===== src/rtl/cpu_pkg.sv =====
// Shared datapath constants and the memory-interface FSM state encoding.
package cpu_pkg;

  localparam int DATA_W = 32;
  localparam int ADDR_W = 9;

  typedef enum logic [1:0] {
    ST_IDLE   = 2'd0,
    ST_ACCESS = 2'd1,
    ST_DONE   = 2'd2,
    ST_ABORT  = 2'd3
  } mem_state_e;

endpackage


===== src/rtl/mem_timeout_counter.sv =====
// Saturating wait-cycle counter; expired_o flags the enabled edge that brings the count to TIMEOUT.
module mem_timeout_counter #(
  parameter int TIMEOUT = 15
) (
  input  logic clk,
  input  logic clear_n,
  input  logic clr_i,
  input  logic en_i,
  output logic expired_o
);

  localparam int CNT_W = $clog2(TIMEOUT + 1);
  localparam logic [CNT_W-1:0] CNT_MAX  = CNT_W'(TIMEOUT);
  localparam logic [CNT_W-1:0] CNT_LAST = CNT_W'(TIMEOUT - 1);

  logic [CNT_W-1:0] count_q, count_d;

  always_comb begin
    count_d = count_q;
    if (clr_i) begin
      count_d = '0;
    end else if (en_i && (count_q != CNT_MAX)) begin
      count_d = count_q + CNT_W'(1);
    end
  end

  // Combinational look-ahead so the FSM can leave ACCESS on the same edge the count hits TIMEOUT.
  assign expired_o = en_i && (count_q >= CNT_LAST);

  always_ff @(posedge clk) begin
    if (!clear_n) begin
      count_q <= '0;
    end else begin
      count_q <= count_d;
    end
  end

endmodule


===== src/rtl/mem_interface_unit.sv =====
// MAR/MDR holding stage and request/acknowledge sequencer towards external memory.
module mem_interface_unit #(
  parameter int DATA_W  = cpu_pkg::DATA_W,
  parameter int ADDR_W  = cpu_pkg::ADDR_W,
  parameter int TIMEOUT = 15
) (
  input  logic              clk,
  input  logic              clear_n,
  input  logic [DATA_W-1:0] bus_in,
  input  logic              mar_in,
  input  logic              mdr_in,
  input  logic              rd_start,
  input  logic              wr_start,
  output logic [DATA_W-1:0] mdr_out,
  output logic [ADDR_W-1:0] mem_addr,
  output logic              mem_req,
  output logic              mem_we,
  output logic [DATA_W-1:0] mem_wdata,
  input  logic [DATA_W-1:0] mem_rdata,
  input  logic              mem_ack,
  output logic              busy,
  output logic              done,
  output logic              err
);

  import cpu_pkg::*;

  mem_state_e        state_q, state_d;
  logic [ADDR_W-1:0] mar_q, mar_d;
  logic [DATA_W-1:0] mdr_q, mdr_d;
  logic              mem_req_q, mem_req_d;
  logic              mem_we_q, mem_we_d;
  logic              busy_q, busy_d;
  logic              done_q, done_d;
  logic              err_q, err_d;
  logic              expired;

  mem_timeout_counter #(
    .TIMEOUT (TIMEOUT)
  ) u_timeout (
    .clk       (clk),
    .clear_n   (clear_n),
    .clr_i     (state_q != ST_ACCESS),
    .en_i      ((state_q == ST_ACCESS) && !mem_ack),
    .expired_o (expired)
  );

  always_comb begin
    state_d   = state_q;
    mar_d     = mar_q;
    mdr_d     = mdr_q;
    mem_we_d  = mem_we_q;
    err_d     = err_q;
    mem_req_d = 1'b0;
    done_d    = 1'b0;
    unique case (state_q)
      ST_IDLE: begin
        // Loads land in the same edge as a start, so the first request cycle already sees them.
        if (mar_in) mar_d = bus_in[ADDR_W-1:0];
        if (mdr_in) mdr_d = bus_in;
        if (rd_start && wr_start) begin
          err_d = 1'b1;
        end else if (rd_start || wr_start) begin
          state_d   = ST_ACCESS;
          mem_we_d  = wr_start;
          err_d     = 1'b0;
          mem_req_d = 1'b1;
        end
      end
      ST_ACCESS: begin
        if (mem_ack) begin
          if (!mem_we_q) mdr_d = mem_rdata;
          state_d = ST_DONE;
          done_d  = 1'b1;
        end else if (expired) begin
          state_d = ST_ABORT;
          err_d   = 1'b1;
        end else begin
          mem_req_d = 1'b1;
        end
      end
      ST_DONE:  state_d = ST_IDLE;
      ST_ABORT: state_d = ST_IDLE;
      default:  state_d = ST_IDLE;
    endcase
    busy_d = (state_d != ST_IDLE);
  end

  always_ff @(posedge clk) begin
    if (!clear_n) begin
      state_q   <= ST_IDLE;
      mar_q     <= '0;
      mdr_q     <= '0;
      mem_req_q <= 1'b0;
      mem_we_q  <= 1'b0;
      busy_q    <= 1'b0;
      done_q    <= 1'b0;
      err_q     <= 1'b0;
    end else begin
      state_q   <= state_d;
      mar_q     <= mar_d;
      mdr_q     <= mdr_d;
      mem_req_q <= mem_req_d;
      mem_we_q  <= mem_we_d;
      busy_q    <= busy_d;
      done_q    <= done_d;
      err_q     <= err_d;
    end
  end

  assign mdr_out   = mdr_q;
  assign mem_addr  = mar_q;
  assign mem_wdata = mdr_q;
  assign mem_req   = mem_req_q;
  assign mem_we    = mem_we_q;
  assign busy      = busy_q;
  assign done      = done_q;
  assign err       = err_q;

endmodule


===== config.mk =====
export PLATFORM = sky130hd
export DESIGN_NAME = mem_interface_unit
export DESIGN_NICKNAME = d
export VERILOG_FILES = /design/src/rtl/cpu_pkg.sv /design/src/rtl/mem_timeout_counter.sv /design/src/rtl/mem_interface_unit.sv
export SDC_FILE = /design/constraint.sdc
export NUM_CORES = 1
export LEC_CHECK = 0
export CAP_MARGIN = 0
export CELL_PAD_IN_SITES_DETAIL_PLACEMENT = 1
export CELL_PAD_IN_SITES_GLOBAL_PLACEMENT = 1
export CORE_ASPECT_RATIO = 1.75
export CORE_MARGIN = 1.5
export CORE_UTILIZATION = 44
export CTS_CLUSTER_SIZE = 10
export DETAILED_ROUTE_END_ITERATION = 8
export DONT_BUFFER_PORTS = 1
export PLACE_DENSITY = 0.8
export RECOVER_POWER = 25
export SETUP_SLACK_MARGIN = 0.4
export SYNTH_ARGS = -nofsm -noshare
export SYNTH_HDL_FRONTEND = slang
export SYNTH_SLANG_ARGS = --single-unit

===== constraint.sdc =====
create_clock -name clk -period 1.8 [get_ports clk]
set_input_delay 0.36 -clock clk [delete_from_list [all_inputs] [get_ports clk]]
set_output_delay 0.36 -clock clk [all_outputs]
set_load 0.005 [all_outputs]

# After elaboration in Yosys (flattened, before gate mapping)
# Index checks and enable logic that the tools add are counted.
# W data, S select, Z words.
[totals]
out_inout_bits = 78
elab_cells = 60
register_bits = 52
[op_classes]
reduce_logical = 16
n_addsub = 1
mux = 20
bitwise_logic = 2
order_cmp = 1
n_eq_ne = 11
[ops]
columns = ["cell", "n"]
rows = [
  ["$mux W32", 3],
  ["$pmux W32 S2", 1],
  ["$ne A2 B2 Y1 const B", 5],
  ["$mux W1", 9],
  ["$mux W2", 4],
  ["$reduce_and A4 Y1", 2],
  ["$pmux W2 S3", 1],
  ["$add A4 B1 Y4 const B", 1],
  ["$eq A2 B2 Y1 const B", 2],
  ["$ge A4 B4 Y1 const B", 1],
  ["$logic_and A1 B1 Y1", 4],
  ["$ne A4 B4 Y1 const B", 1],
  ["$pmux W1 S2", 2],
  ["$reduce_and A2 Y1", 2],
  ["$reduce_bool A2 Y1", 2],
  ["$reduce_or A2 Y1", 2],
  ["$ne A3 B3 Y1 const B", 1],
  ["$reduce_and A3 Y1", 1],
  ["$eq A2 B1 Y1 const B", 1],
  ["$logic_not A2 Y1", 1],
  ["$ne A2 B1 Y1 const B", 1],
  ["$not A1 Y1", 2],
  ["$logic_not A1 Y1", 1],
  ["$logic_or A1 B1 Y1", 1],
]

# Logic depth before layout (Yosys ltp)
[logic_depth]
ltp_word = 7
ltp_mapped = 5

# Hierarchy
# A second synthesis with hierarchy kept.
[unflattened]
hier_cells = 309
area_unflattened_um2 = 2782.7
[by_module_without_submodules]
columns = ["module", "seq_area_each_um2", "area_per_inst_um2", "cells_per_inst", "n_inst"]
rows = [
  ["mem_interface_unit", 960.9, 2570.0, 286, 1],
  ["mem_timeout_counter", 80.1, 212.7, 23, 1],
]

# Worst setup path after synthesis
# No wires, ideal clock.
[synth_path]
path_type = "input -> register"
startpoint = "in mem_ack"
endpoint = "reg u_timeout.count_q[3]"
stages = 4
setup_slack_ns = 0.387
setup_ns = 0.135
required_time_ns = 1.665
path_buffers = 1
arrival_ns = 1.278
path_cell_list = "or3b_1 -> clkbuf_2 -> o311ai_0 -> o41ai_1"
[synth_between]
elab_chain_cells = 3
[synth_rtl]
columns = ["element", "line_no", "source"]
rows = [
  ["start, declared", "mem_interface_unit.sv:20", "input logic mem_ack,"],
  ["$logic_not A1 Y1", "mem_interface_unit.sv:44", ".en_i ((state_q == ST_ACCESS) && !mem_ack),"],
  ["$logic_and A1 B1 Y1", "mem_interface_unit.sv:44", ""],
  ["$logic_and A1 B1 Y1", "mem_timeout_counter.sv:22", "end else if (en_i && (count_q != CNT_MAX)) begin"],
  ["end signal, assigned", "mem_timeout_counter.sv:34", "count_q <= count_d;"],
  ["end, declared", "mem_timeout_counter.sv:16", "logic [CNT_W-1:0] count_q, count_d;"],
]
# No other way between the ends.
# A chain may end at the register's enable or synchronous reset.

# Worst setup path in the final report
[layout_path]
startpoint = "reg state_q[0]"
endpoint = "reg u_timeout.count_q[0]"
[layout_between]
elab_chain_cells = 3
[layout_rtl]
columns = ["element", "line_no", "source"]
rows = [
  ["start, declared", "mem_interface_unit.sv:28", "mem_state_e state_q, state_d;"],
  ["start signal, assigned", "mem_interface_unit.sv:100", "state_q <= state_d;"],
  ["$eq A2 B1 Y1", "mem_interface_unit.sv:44", ""],
  ["$logic_and A1 B1 Y1", "mem_interface_unit.sv:44", ""],
  ["$logic_and A1 B1 Y1", "mem_timeout_counter.sv:22", ""],
]
# Parallel ways exist; a longest one is shown, timed or not.

==> key figures <==
Global routing
  – Initial antenna violation count: 0
  – Vias in the first global route: approximately 2200
  – GRT Overall Usage: roughly 21%
  – Largest net degree at the start of global routing: between 40 and 50
  – GRT overflow: 0
  – First-pass GRT wire length: ~11000 um

Pwr
  – Comb pwr share: between 15 and 20%
  – Sw power: around 700 uW
  – Worst VDD drop: a little over 0.0005 V
  – Clock network fraction of total power: just over 30%
  – Int Pwr: 1880 uW
  – Leakage: between 0.001 and 0.0015 uW
  – Reg power frac: 53.8%
  – Net Sw Frac: between 20% and 30%
  – Pwr dens: approximately 940 mW/mm^2

Die
  – # IOs: about 150
  – Die area: a little under 0.007 sq mm
  – Die height: between 100 and 150 um
  – Initial Util: between 40 and 50%
  – Row cnt: 37
  – Core area: about 0.0060 sq mm
  – Die W: approximately 63 um

Finish
  – Area of the multi-input gates: 0.00139 sq mm
  – Inserted Diodes: 0
  – Number of fill cells: slightly below 700
  – Register area: about 0.0010 sq mm
  – Most frequent cells in the layout: 50 x dfxtp_1, 36 x a21oi_1, 34 x o21ai_0
  – Area Growth Syn to Fin: 0.592%
  – Final #Nets: between 300 and 400
  – Share of layout cells above drive strength 1: between 10% and 20%
  – Most common cell after layout, fill and taps aside: dfxtp_1

Critical path
  – Critical path data required time: 2050 ps
  – CP Capture Type: register
  – Critical path start-end classification: reg2reg
  – Crit-path cells: or3b_4, or3_4, a21oi_2
  – Worst R2R Path Depth: 3
  – CP Max Fanout: 8
  – Worst Setup Start Kind: register
  – Crit path DAT: 1670 ps
  – Worst stage delay on the critical path: approximately 450 ps
  – Slowest cell on crit path: or3b_4

STA
  – Max-Slew Margin vs Limit: between 70% and 80%
  – TNS Setup: 0 ps
  – Fin crit period: about 1400 ps
  – Clock skew: between 4 and 5 ps
  – Fmax: 702 MHz
  – Max-slew violations: 0
  – Setup violators final: 0
  – Min Hold Slack: 176 ps
  – Final hold viol count: 0
  – Actual transition at the worst max-transition pin: between 400 and 500 ps
  – Period Utilization, post-route: 79.2%
  – RSZ-0062 raised after global routing: true

Clocking
  – Clock latency on the worst-skew pair: 310 ps
  – Hold-fix buffers, CTS: 0
  – Clock transition at path regs: around 90 ps
  – Root buffer cell: clkbuf_8
  – CTS H-tree lvls: 2
  – CTS max path bufs: 2
  – CTS sink count: 52
  – CTS Buf Count: 5
  – CTS tree: done

Detailed routing
  – Pre-antenna DRT Iters: 4
  – Vias per cell: around 6
  – Antenna-violating nets left: 0
  – Remaining DRCs: 0
  – Total Wirelength: around 7000 um
  – Vias post-DR: about 2100
  – Avg WL per Cell: 19.8 um
  – 1st-iter DRT viols: 93

Placement
  – Post-DP HPWL: 4640 um
  – Port Buffers: 0
  – GP Congestion: between 0.7 and 0.8

Synth
  – Synthesized instance count: roughly 300
  – Synth Register Bits: 52
  – Syn avg cell area: approximately 8.9 sq um
  – Cell variety after synth: 28
  – Synth Cell Area: 0.00275 sq mm
  – Syn nets: 383
  – Post-synthesis sequential area ratio: a little under two fifths
  – Ys Warns: 0

Worst hold path
  – Hold WC Path Type: in2reg
  – Worst hold path depth: 1

Status
  – Run status: complete, no violations

Job
  – Total of max-cap violations: 0
==> worst max-delay path: cells and delay by family, from the launching register on <==
family             cells  cell delay [ps]
AOI/OAI and AO/OA      1              110
and+or+nand+nor        2              850
DFF                    1              410
==> power by group through the flow <==
stage	Sequential (uW)	Clock, uW	Combinational, uW
detailed placement	1420	0	388
finish	1390	789	406
CTS	1400	823	401
floorplan	1370	0	460
global route	1420	863	461
global placement	1420	0	367
==> layout make-up <==
cell class | count | share of cell area (%)
clock buffers | 6 | 2.63
well taps | 78 | 3.53
repair buffers | 12 | 3.67
clock inverters | 2 | 1.27
multi-input cells | 190 | 50.4
inverters | 5 | 0.679
flip-flops and latches | 52 | 37.8
==> cells by family after synthesis <==
group                    after synthesis  synth area share, %
AND/OR/NAND/NOR                       65                 15.9
adder cells (fa/ha/maj)                5                 2.28
AO/OA/AOI/OAI                        110                 26.9
buffers and inverters                 65                 13.4
multiplexers                          10                 3.64
flip-flops                            52                 37.9
==> per-layer routing <==
metal	up-vias	part of all wire, %	global-route usage [%]
met5	-	0	0
met4	0	2.2	9.68
met3	11	5.7	5.13
met2	80	55	38.4
met1	997	37	21.6
li1	986	-	-
==> stage by stage <==
step	util [%]	total power [uW]	cells	worst slack [ps]	instance area [sq um]
2_1_floorplan	-	1830	307	405	2750
3_3_place_gp	42.9	1790	333	357	2560
3_5_place_dp	42.9	1810	333	294	2560
4_1_cts	45.7	2620	343	390	2730
5_1_grt	46.3	2740	345	333	2760
6_report	46.3	2590	345	375	2760
==> final timing paths <==
kind,slack (ps),from,endpoint
max,370,state_q[0],u_timeout.count_q[0]
min,180,clear_n,mdr_out[10]
max reg2reg,370,state_q[0],u_timeout.count_q[0]
min reg2reg,540,u_timeout.count_q[2],u_timeout.count_q[2]
==> synth_stat cells <==
cell / n / area (sq um)
o41ai_1: 2 / 17.5
a21oi_1: 37 / 185
nand2b_1: 3 / 18.8
or3b_1: 1 / 8.76
nor3b_1: 34 / 255
o211ai_1: 1 / 7.51
o21ai_0: 34 / 170
nor3_1: 2 / 10.0
dfxtp_1: 52 / 1040
buf_1: 7 / 26.3
o21ba_2: 1 / 10.0
nor2b_1: 11 / 68.8
o311ai_0: 2 / 17.5
nand3b_1: 1 / 7.51
or3_1: 2 / 12.5
inv_1: 5 / 18.8
clkbuf_2: 1 / 5.00
clkbuf_1: 18 / 67.6
buf_2: 2 / 10.0
nand3_1: 2 / 10.0
and3_1: 1 / 6.26
ha_1: 5 / 62.6
o211a_1: 32 / 320
nor2_1: 6 / 22.5
o311a_1: 1 / 10.0
and3b_1: 2 / 17.5
buf_4: 32 / 240
mux2i_1: 10 / 100
==> repair_timing <==
action | CTS | global route
pin swaps | 2 | 3
cloned | 0 | 1
endpoints found under the setup margin | 38 | 12
resized for setup | 10 | 6
buffers inserted | 2 | 1
endpoints found under the hold margin | 0 | 0
==> sequential cells by signal (all words and copies together), names as in the netlist <==
name               count
busy                   1
done                   1
err                    1
mdr_out               32
mem_addr               9
mem_req                1
mem_we                 1
state_q                2
u_timeout.count_q      4
No activity file was read; power rests on OpenSTA's default activity.
